[config.mk]
export PLATFORM = sky130hd
export DESIGN_NAME = fft_bitrev_reorder_flat
export DESIGN_NICKNAME = d
export VERILOG_FILES = /design/src/rtl/fft_bitrev_reorder_pkg.sv /design/src/rtl/fft_bitrev_reorder_if.sv /design/src/rtl/fft_bitrev_reorder_pingpong_ram.sv /design/src/rtl/fft_bitrev_reorder.sv /design/src/flat_wrapper.sv
export SDC_FILE = /design/constraint.sdc
export NUM_CORES = 1
export LEC_CHECK = 0
export BUFFER_PORTS_ARGS = -buffer_cell sky130_fd_sc_hd__buf_2
export CORE_MARGIN = 1
export CORE_UTILIZATION = 46
export CTS_CLUSTER_DIAMETER = 100
export CTS_CLUSTER_SIZE = 10
export DETAILED_ROUTE_END_ITERATION = 7
export PLACE_DENSITY_LB_ADDON = 0.15
export RECOVER_POWER = 50
export SYNTH_ARGS = -nofsm -noshare
export SYNTH_HDL_FRONTEND = slang
export SYNTH_HIERARCHICAL = 1
export SYNTH_SLANG_ARGS = --single-unit
export TNS_END_PERCENT = 10
[constraint.sdc]
create_clock -name clk -period 9.6 [get_ports clk]
set_input_delay 0.96 -clock clk [delete_from_list [all_inputs] [get_ports clk]]
set_output_delay 0.96 -clock clk [all_outputs]
set_load 0.02 [all_outputs]
[src/rtl/fft_bitrev_reorder_pkg.sv]
// Shared definitions for the FFT output reorder path.
//   DEF_DATA_W / DEF_LOG2N : default sample width and log2 frame length
//   BANK_*                 : ping-pong bank state encoding
//   bitrev()               : reverse the low w bits of an index (w <= 16)
package fft_bitrev_reorder_pkg;

  localparam int DEF_DATA_W = 16;
  localparam int DEF_LOG2N  = 4;

  localparam logic [1:0] BANK_EMPTY    = 2'd0;
  localparam logic [1:0] BANK_FILLING  = 2'd1;
  localparam logic [1:0] BANK_FULL     = 2'd2;
  localparam logic [1:0] BANK_DRAINING = 2'd3;

  // Shifts bits out of the LSB of idx into the LSB of the result, so the low
  // w bits come back mirrored and everything above w stays zero.
  function automatic logic [15:0] bitrev(input logic [15:0] idx, input int w);
    logic [15:0] r;
    logic [15:0] t;
    r = '0;
    t = idx;
    for (int i = 0; i < 16; i++) begin
      if (i < w) begin
        r = {r[14:0], t[0]};
        t = t >> 1;
      end
    end
    return r;
  endfunction

endpackage

[src/rtl/fft_bitrev_reorder_if.sv]
// Push/stall sample stream: one complex sample moves on a rising edge where
// push=1 and stall=0.
//   push  : sample valid        (master -> slave)
//   re/im : signed sample parts (master -> slave)
//   stall : back-pressure       (slave -> master)
interface fft_bitrev_reorder_if
  import fft_bitrev_reorder_pkg::*;
#(
  parameter int DATA_W = DEF_DATA_W
);
  logic                     push;
  logic signed [DATA_W-1:0] re;
  logic signed [DATA_W-1:0] im;
  logic                     stall;

  modport master (output push, re, im, input stall);
  modport slave  (input push, re, im, output stall);
endinterface

[src/rtl/fft_bitrev_reorder_pingpong_ram.sv]
// Two-bank, one-write/one-read memory with synchronous read.
//   clk                  : clock
//   we/wbank/waddr/wdata : write port
//   re/rbank/raddr       : read request; rdata is valid the cycle after re
//                          and holds while re stays low
module fft_pingpong_ram #(
  parameter int W  = 32,
  parameter int AW = 4
) (
  input  logic          clk,
  input  logic          we,
  input  logic          wbank,
  input  logic [AW-1:0] waddr,
  input  logic [W-1:0]  wdata,
  input  logic          re,
  input  logic          rbank,
  input  logic [AW-1:0] raddr,
  output logic [W-1:0]  rdata
);
  logic [W-1:0] mem [0:(2<<AW)-1];

  always_ff @(posedge clk) begin
    if (we) mem[{wbank, waddr}] <= wdata;
    if (re) rdata <= mem[{rbank, raddr}];
  end
endmodule

[src/rtl/fft_bitrev_reorder.sv]
// Bit-reversed to natural-order reorder buffer for 2**LOG2N point FFT frames.
//   clk, reset : clock, async active-low reset
//   in_if      : upstream stream (slave), stall from registered bank state
//   out_if     : downstream stream (master), registered outputs
//   out_first  : high with out_if.push on bin 0 of each frame
// Writes land at bitrev(k); reads walk addresses 0..N-1. The read path is
// two stages (RAM read register, then output register) so a stalled output
// never loses the word already fetched from the RAM.
module fft_bitrev_reorder
  import fft_bitrev_reorder_pkg::*;
#(
  parameter int DATA_W = DEF_DATA_W,
  parameter int LOG2N  = DEF_LOG2N
) (
  input  logic clk,
  input  logic reset,
  fft_bitrev_reorder_if.slave  in_if,
  fft_bitrev_reorder_if.master out_if,
  output logic out_first
);
  localparam logic [LOG2N-1:0] CNT_LAST = '1;
  localparam logic [LOG2N-1:0] CNT_ONE  = LOG2N'(1);

  logic [1:0][1:0]    bank_st_q, bank_st_d;
  logic               wr_bank_q, wr_bank_d;
  logic               rd_bank_q, rd_bank_d;
  logic [LOG2N-1:0]   wr_cnt_q,  wr_cnt_d;
  logic [LOG2N-1:0]   rd_cnt_q,  rd_cnt_d;
  logic               rd_vld_q,  rd_vld_d;
  logic               rd_first_q, rd_first_d;
  logic               out_push_q, out_push_d;
  logic               out_first_q, out_first_d;
  logic [DATA_W-1:0]  out_re_q, out_re_d;
  logic [DATA_W-1:0]  out_im_q, out_im_d;

  logic               in_stall, wr_acc, rd_avail, out_ld, mv, rd_en;
  logic [LOG2N-1:0]   wr_addr;
  logic [2*DATA_W-1:0] ram_rdata;

  // Write bank busy means both banks still hold unread data.
  assign in_stall = (bank_st_q[wr_bank_q] == BANK_FULL) ||
                    (bank_st_q[wr_bank_q] == BANK_DRAINING);
  assign wr_acc   = in_if.push & ~in_stall;
  assign wr_addr  = LOG2N'(bitrev(16'(wr_cnt_q), LOG2N));

  // DRAINING always has words left: reading the last one empties the bank.
  assign rd_avail = (bank_st_q[rd_bank_q] == BANK_FULL) ||
                    (bank_st_q[rd_bank_q] == BANK_DRAINING);
  assign out_ld   = ~out_push_q | ~out_if.stall;
  assign mv       = rd_vld_q & out_ld;
  assign rd_en    = rd_avail & (~rd_vld_q | mv);

  always_comb begin
    bank_st_d  = bank_st_q;
    wr_bank_d  = wr_bank_q;
    rd_bank_d  = rd_bank_q;
    wr_cnt_d   = wr_cnt_q;
    rd_cnt_d   = rd_cnt_q;
    rd_first_d = rd_first_q;
    // Write and read never touch the same bank in one cycle: the write bank
    // is EMPTY/FILLING, the read bank FULL/DRAINING.
    if (wr_acc) begin
      wr_cnt_d = wr_cnt_q + CNT_ONE;
      if (wr_cnt_q == CNT_LAST) begin
        bank_st_d[wr_bank_q] = BANK_FULL;
        wr_bank_d            = ~wr_bank_q;
      end else begin
        bank_st_d[wr_bank_q] = BANK_FILLING;
      end
    end
    if (rd_en) begin
      rd_cnt_d   = rd_cnt_q + CNT_ONE;
      rd_first_d = (rd_cnt_q == '0);
      if (rd_cnt_q == CNT_LAST) begin
        bank_st_d[rd_bank_q] = BANK_EMPTY;
        rd_bank_d            = ~rd_bank_q;
      end else begin
        bank_st_d[rd_bank_q] = BANK_DRAINING;
      end
    end
  end

  always_comb begin
    rd_vld_d    = rd_en | (rd_vld_q & ~mv);
    out_push_d  = mv | (out_push_q & out_if.stall);
    out_re_d    = out_re_q;
    out_im_d    = out_im_q;
    // out_first only ever shows alongside a valid word.
    out_first_d = out_first_q & out_push_q & out_if.stall;
    if (mv) begin
      out_re_d    = ram_rdata[2*DATA_W-1:DATA_W];
      out_im_d    = ram_rdata[DATA_W-1:0];
      out_first_d = rd_first_q;
    end
  end

  always_ff @(posedge clk or negedge reset) begin
    if (!reset) begin
      bank_st_q   <= {BANK_EMPTY, BANK_EMPTY};
      wr_bank_q   <= 1'b0;
      rd_bank_q   <= 1'b0;
      wr_cnt_q    <= '0;
      rd_cnt_q    <= '0;
      rd_vld_q    <= 1'b0;
      rd_first_q  <= 1'b0;
      out_push_q  <= 1'b0;
      out_first_q <= 1'b0;
      out_re_q    <= '0;
      out_im_q    <= '0;
    end else begin
      bank_st_q   <= bank_st_d;
      wr_bank_q   <= wr_bank_d;
      rd_bank_q   <= rd_bank_d;
      wr_cnt_q    <= wr_cnt_d;
      rd_cnt_q    <= rd_cnt_d;
      rd_vld_q    <= rd_vld_d;
      rd_first_q  <= rd_first_d;
      out_push_q  <= out_push_d;
      out_first_q <= out_first_d;
      out_re_q    <= out_re_d;
      out_im_q    <= out_im_d;
    end
  end

  fft_pingpong_ram #(.W(2*DATA_W), .AW(LOG2N)) u_ram (
    .clk   (clk),
    .we    (wr_acc),
    .wbank (wr_bank_q),
    .waddr (wr_addr),
    .wdata ({in_if.re, in_if.im}),
    .re    (rd_en),
    .rbank (rd_bank_q),
    .raddr (rd_cnt_q),
    .rdata (ram_rdata)
  );

  assign in_if.stall = in_stall;
  assign out_if.push = out_push_q;
  assign out_if.re   = out_re_q;
  assign out_if.im   = out_im_q;
  assign out_first   = out_first_q;

endmodule

[src/flat_wrapper.sv]
// flat-port wrapper written by rule: the top's interface ports become plain ports
module fft_bitrev_reorder_flat import fft_bitrev_reorder_pkg::*;
#(
  parameter int DATA_W = DEF_DATA_W,
  parameter int LOG2N  = DEF_LOG2N
)
  (clk, reset, out_first, in_if_push, in_if_re, in_if_im, in_if_stall, out_if_push, out_if_re, out_if_im, out_if_stall);
  fft_bitrev_reorder_if #(.DATA_W(DATA_W)) in_if_i ();
  fft_bitrev_reorder_if #(.DATA_W(DATA_W)) out_if_i ();
  input  logic clk;
  input  logic reset;
  output logic out_first;
  input wire logic [$bits(in_if_i.push)-1:0] in_if_push;
  input wire logic [$bits(in_if_i.re)-1:0] in_if_re;
  input wire logic [$bits(in_if_i.im)-1:0] in_if_im;
  output wire logic [$bits(in_if_i.stall)-1:0] in_if_stall;
  output wire logic [$bits(out_if_i.push)-1:0] out_if_push;
  output wire logic [$bits(out_if_i.re)-1:0] out_if_re;
  output wire logic [$bits(out_if_i.im)-1:0] out_if_im;
  input wire logic [$bits(out_if_i.stall)-1:0] out_if_stall;
  assign in_if_i.push = in_if_push;
  assign in_if_i.re = in_if_re;
  assign in_if_i.im = in_if_im;
  assign in_if_stall = in_if_i.stall;
  assign out_if_push = out_if_i.push;
  assign out_if_re = out_if_i.re;
  assign out_if_im = out_if_i.im;
  assign out_if_i.stall = out_if_stall;
  fft_bitrev_reorder #(.DATA_W(DATA_W), .LOG2N(LOG2N)) u_core (.clk(clk), .reset(reset), .in_if(in_if_i), .out_if(out_if_i), .out_first(out_first));
endmodule
==> reports/metrics.yaml <==
critical_path:
  regToRegSetupSlack_ps: 4550
  cp.required_ps: 10010
  cp.arrival_ps: 5460
  end_kind: "flop"
  crit_path_start_kind: "flop"
  worstSetupPathType: "flop to flop"
  path_max_fanout: 54
timing:
  max-slew-margin-rel_pct: -127.9
  finalHoldViolCount: 0
  fin_skew_ps: 35.70
  setup_viol: 0
  fin_crit_ps: 5049
  rsz0062_at_grt: "false"
  worst_slew_pin_slew_ps: 3418
  whs_ps: 465.1
  final-max-slew-violation-count: 1195
  timing.fmax_ghz: 0.1981
  tns_ps: 0
  period_share_pct: 52.59
die:
  initial_core_util_pct: 46.58
  io_pins: 71
  dieArea_um2: 94470
  dieHeight_um: 307.4
  core_um2: 92080
  num_rows: 111
  die_w_um: 307.4
pwr:
  p_per_area_nw_per_um2: 299.4
  peakVddDrop_uv: 205.1
  p_leak_uw: 0.01640
  totalPowerFinal_uw: 14300
yosys:
  synth_top_family_by_area: "multiplexers"
  ys_seq_area_share_pct: 76.73
  synthSimpleGateAreaFrac_pct: 3.235
  muxShareOfSynthArea_pct: 13.19
  yosysMostFrequentCell: "edfxtp_1"
  synthArstFlopShare_pct: 4.348
  synthDistinctLibCells: 44
  synth_area_leaders: "edfxtp_1 (74%), mux2i_1 (12%), dfrtp_1 (2.8%)"
  yosysWarnings: 6
  synthCells: 2391
  synth_edf_count: 1056
  yosys.area.top_type_share_pct: 73.93
  netlist_top_cells_count: "edfxtp_1 (1056), mux2i_1 (513), nand3_1 (104)"
  syn-num-nets: 2430
  synth_compound_area_share_pct: 4.644
  synthAdderAreaFrac_pct: 0.08751
  syn_area_per_cell_um2: 17.94
  synth_top_area_cell: "edfxtp_1"
  yosys.area_share.xor_xnor_pct: 0.1429
  synth_flop_cell: "edfxtp_1"
  ys_ff_latch: 1104
  syn_area_um2: 42890
placement:
  io_buffers: 70
  dp_hpwl_mm: 65.19
  gp_congestion: 0.8282
  placed_cells: 3598
clocking:
  root_buffer: "clkbuf_16"
  clockBufferDepth: 3
  cts_tree: "done"
  cts.clk_slew.worst_paths_ps: 60
  cts_htree_levels: 3
  cts_setup_buffers: 0
  postCtsResizedCells: 0
  cts_sinks: 1104
  numCtsBuffers: 121
  worstSkewPairLatency_ps: 700
  hold_buffers: 0
job:
  max_cap_violations: 36
outcome:
  status: "finished, violations left"
  violations: "capacitance limit, slew limit"
global_routing:
  antenna_found_initial: 7
  grtUsageTotal_pct: 23.61
  grt_max_degree: 129
  grt_pass1_wl_mm: 158.8
  overflow: 0
  grt_pass1_vias: 21880
final_layout:
  layout.nets: 2517
  final-instance-count-excl-fill: 3810
  drive_gt1_share_pct: 9.680
  area_delta_synth_final_pct: 11.37
route:
  ant_nets: 0
  drc: 0
  wl_per_cell_um: 29.19
  first_pass_iters: 5
  drtIter0Drc: 1853
  vias_per_cell: 5.814
  wl_mm: 111.2
  vias: 22150
hold_path:
  hold_class: "flop to flop"
==> flip-flops by register name (all words and copies together) (netlist names), 2 cells and up <==
name / flops
u_core/out_if.im: 16
u_core/wr_cnt_q: 4
u_core/bank_st_q: 2
u_core/rd_cnt_q: 4
u_core/out_if.re: 16
u_core/u_ram/mem: 1024
u_core/u_ram/rdata: 32
==> cells by family after synthesis <==
kind of cell,after synthesis
simple gates,299
mux,549
xor+xnor,7
fa+ha+maj,3
buf+inv,137
flops,1104
compound gates,292
==> metrics by stage <==
step	setup WS (ps)	utilization [%]	cell area, um2
CTS	5733	52.05	47920
global placement	5767	48.31	44480
floorplan	6036	-	42890
finish	4551	51.88	47770
global route	4484	51.87	47760
detailed placement	5739	48.31	44480
==> report_power, final <==
part	switching (uW)	total, uW	internal [uW]
clock	1770	4120	2350
sequential	280	6040	5760
combinational	2730	4140	1410
total	4790	14300	9510
==> cell usage in the layout (no fill, tap or decap), types with 38 or more instances in the layout <==
cell type / synthesis / routed
a22oi_1: 96 / 96
edfxtp_1: 1056 / 1056
buf_2: 26 / 38
a21oi_1: 96 / 96
clkbuf_16: 0 / 122
nand3_1: 104 / 104
dfrtp_1: 48 / 48
nand2_1: 101 / 100
mux2i_1: 513 / 514
a22o_1: 64 / 64
clkbuf_1: 46 / 111
==> cell type report <==
class,count,area [um2]
well taps,1243,1555
clock buffers,200,3346
fillers,7427,44310
flip-flops and latches,1104,32910
diodes,5,12.51
multi-input cells,1150,9283
repair buffers,95,544.3
clock inverters,7,95.09
inverters,6,22.52
==> layer usage <==
layer	GRT usage, %	routed length, um	up-vias
met2	37.63	52700	728
met4	8.620	4127	4
met5	0	27	-
li1	-	-	9658
met1	32.68	47690	11580
met3	4.060	6675	185
==> final timing paths <==
path | from | end | cells after the start
max in group asynchronous | reset | u_core/out_if.re[1] | 2
min in group asynchronous | reset | u_core/rd_cnt_q[0] | 2
worst min register to register | u_core/u_ram/rdata[8] | u_core/out_if.im[8] | 1
worst max-delay path | u_core/rd_cnt_q[0] | u_core/u_ram/rdata[16] | 6
worst max register to register | u_core/rd_cnt_q[0] | u_core/u_ram/rdata[16] | 6
worst min-delay path | u_core/u_ram/rdata[8] | u_core/out_if.im[8] | 1
==> critical path: stages, from the launching register on <==
cell and delay (ps):
dfrtp_1 1930, buf_4 1000, buf_4 830, mux2i_1 320
a22oi_1 110, nand3_1 290, nand3_1 120
Power figures use the tool's default switching activity.
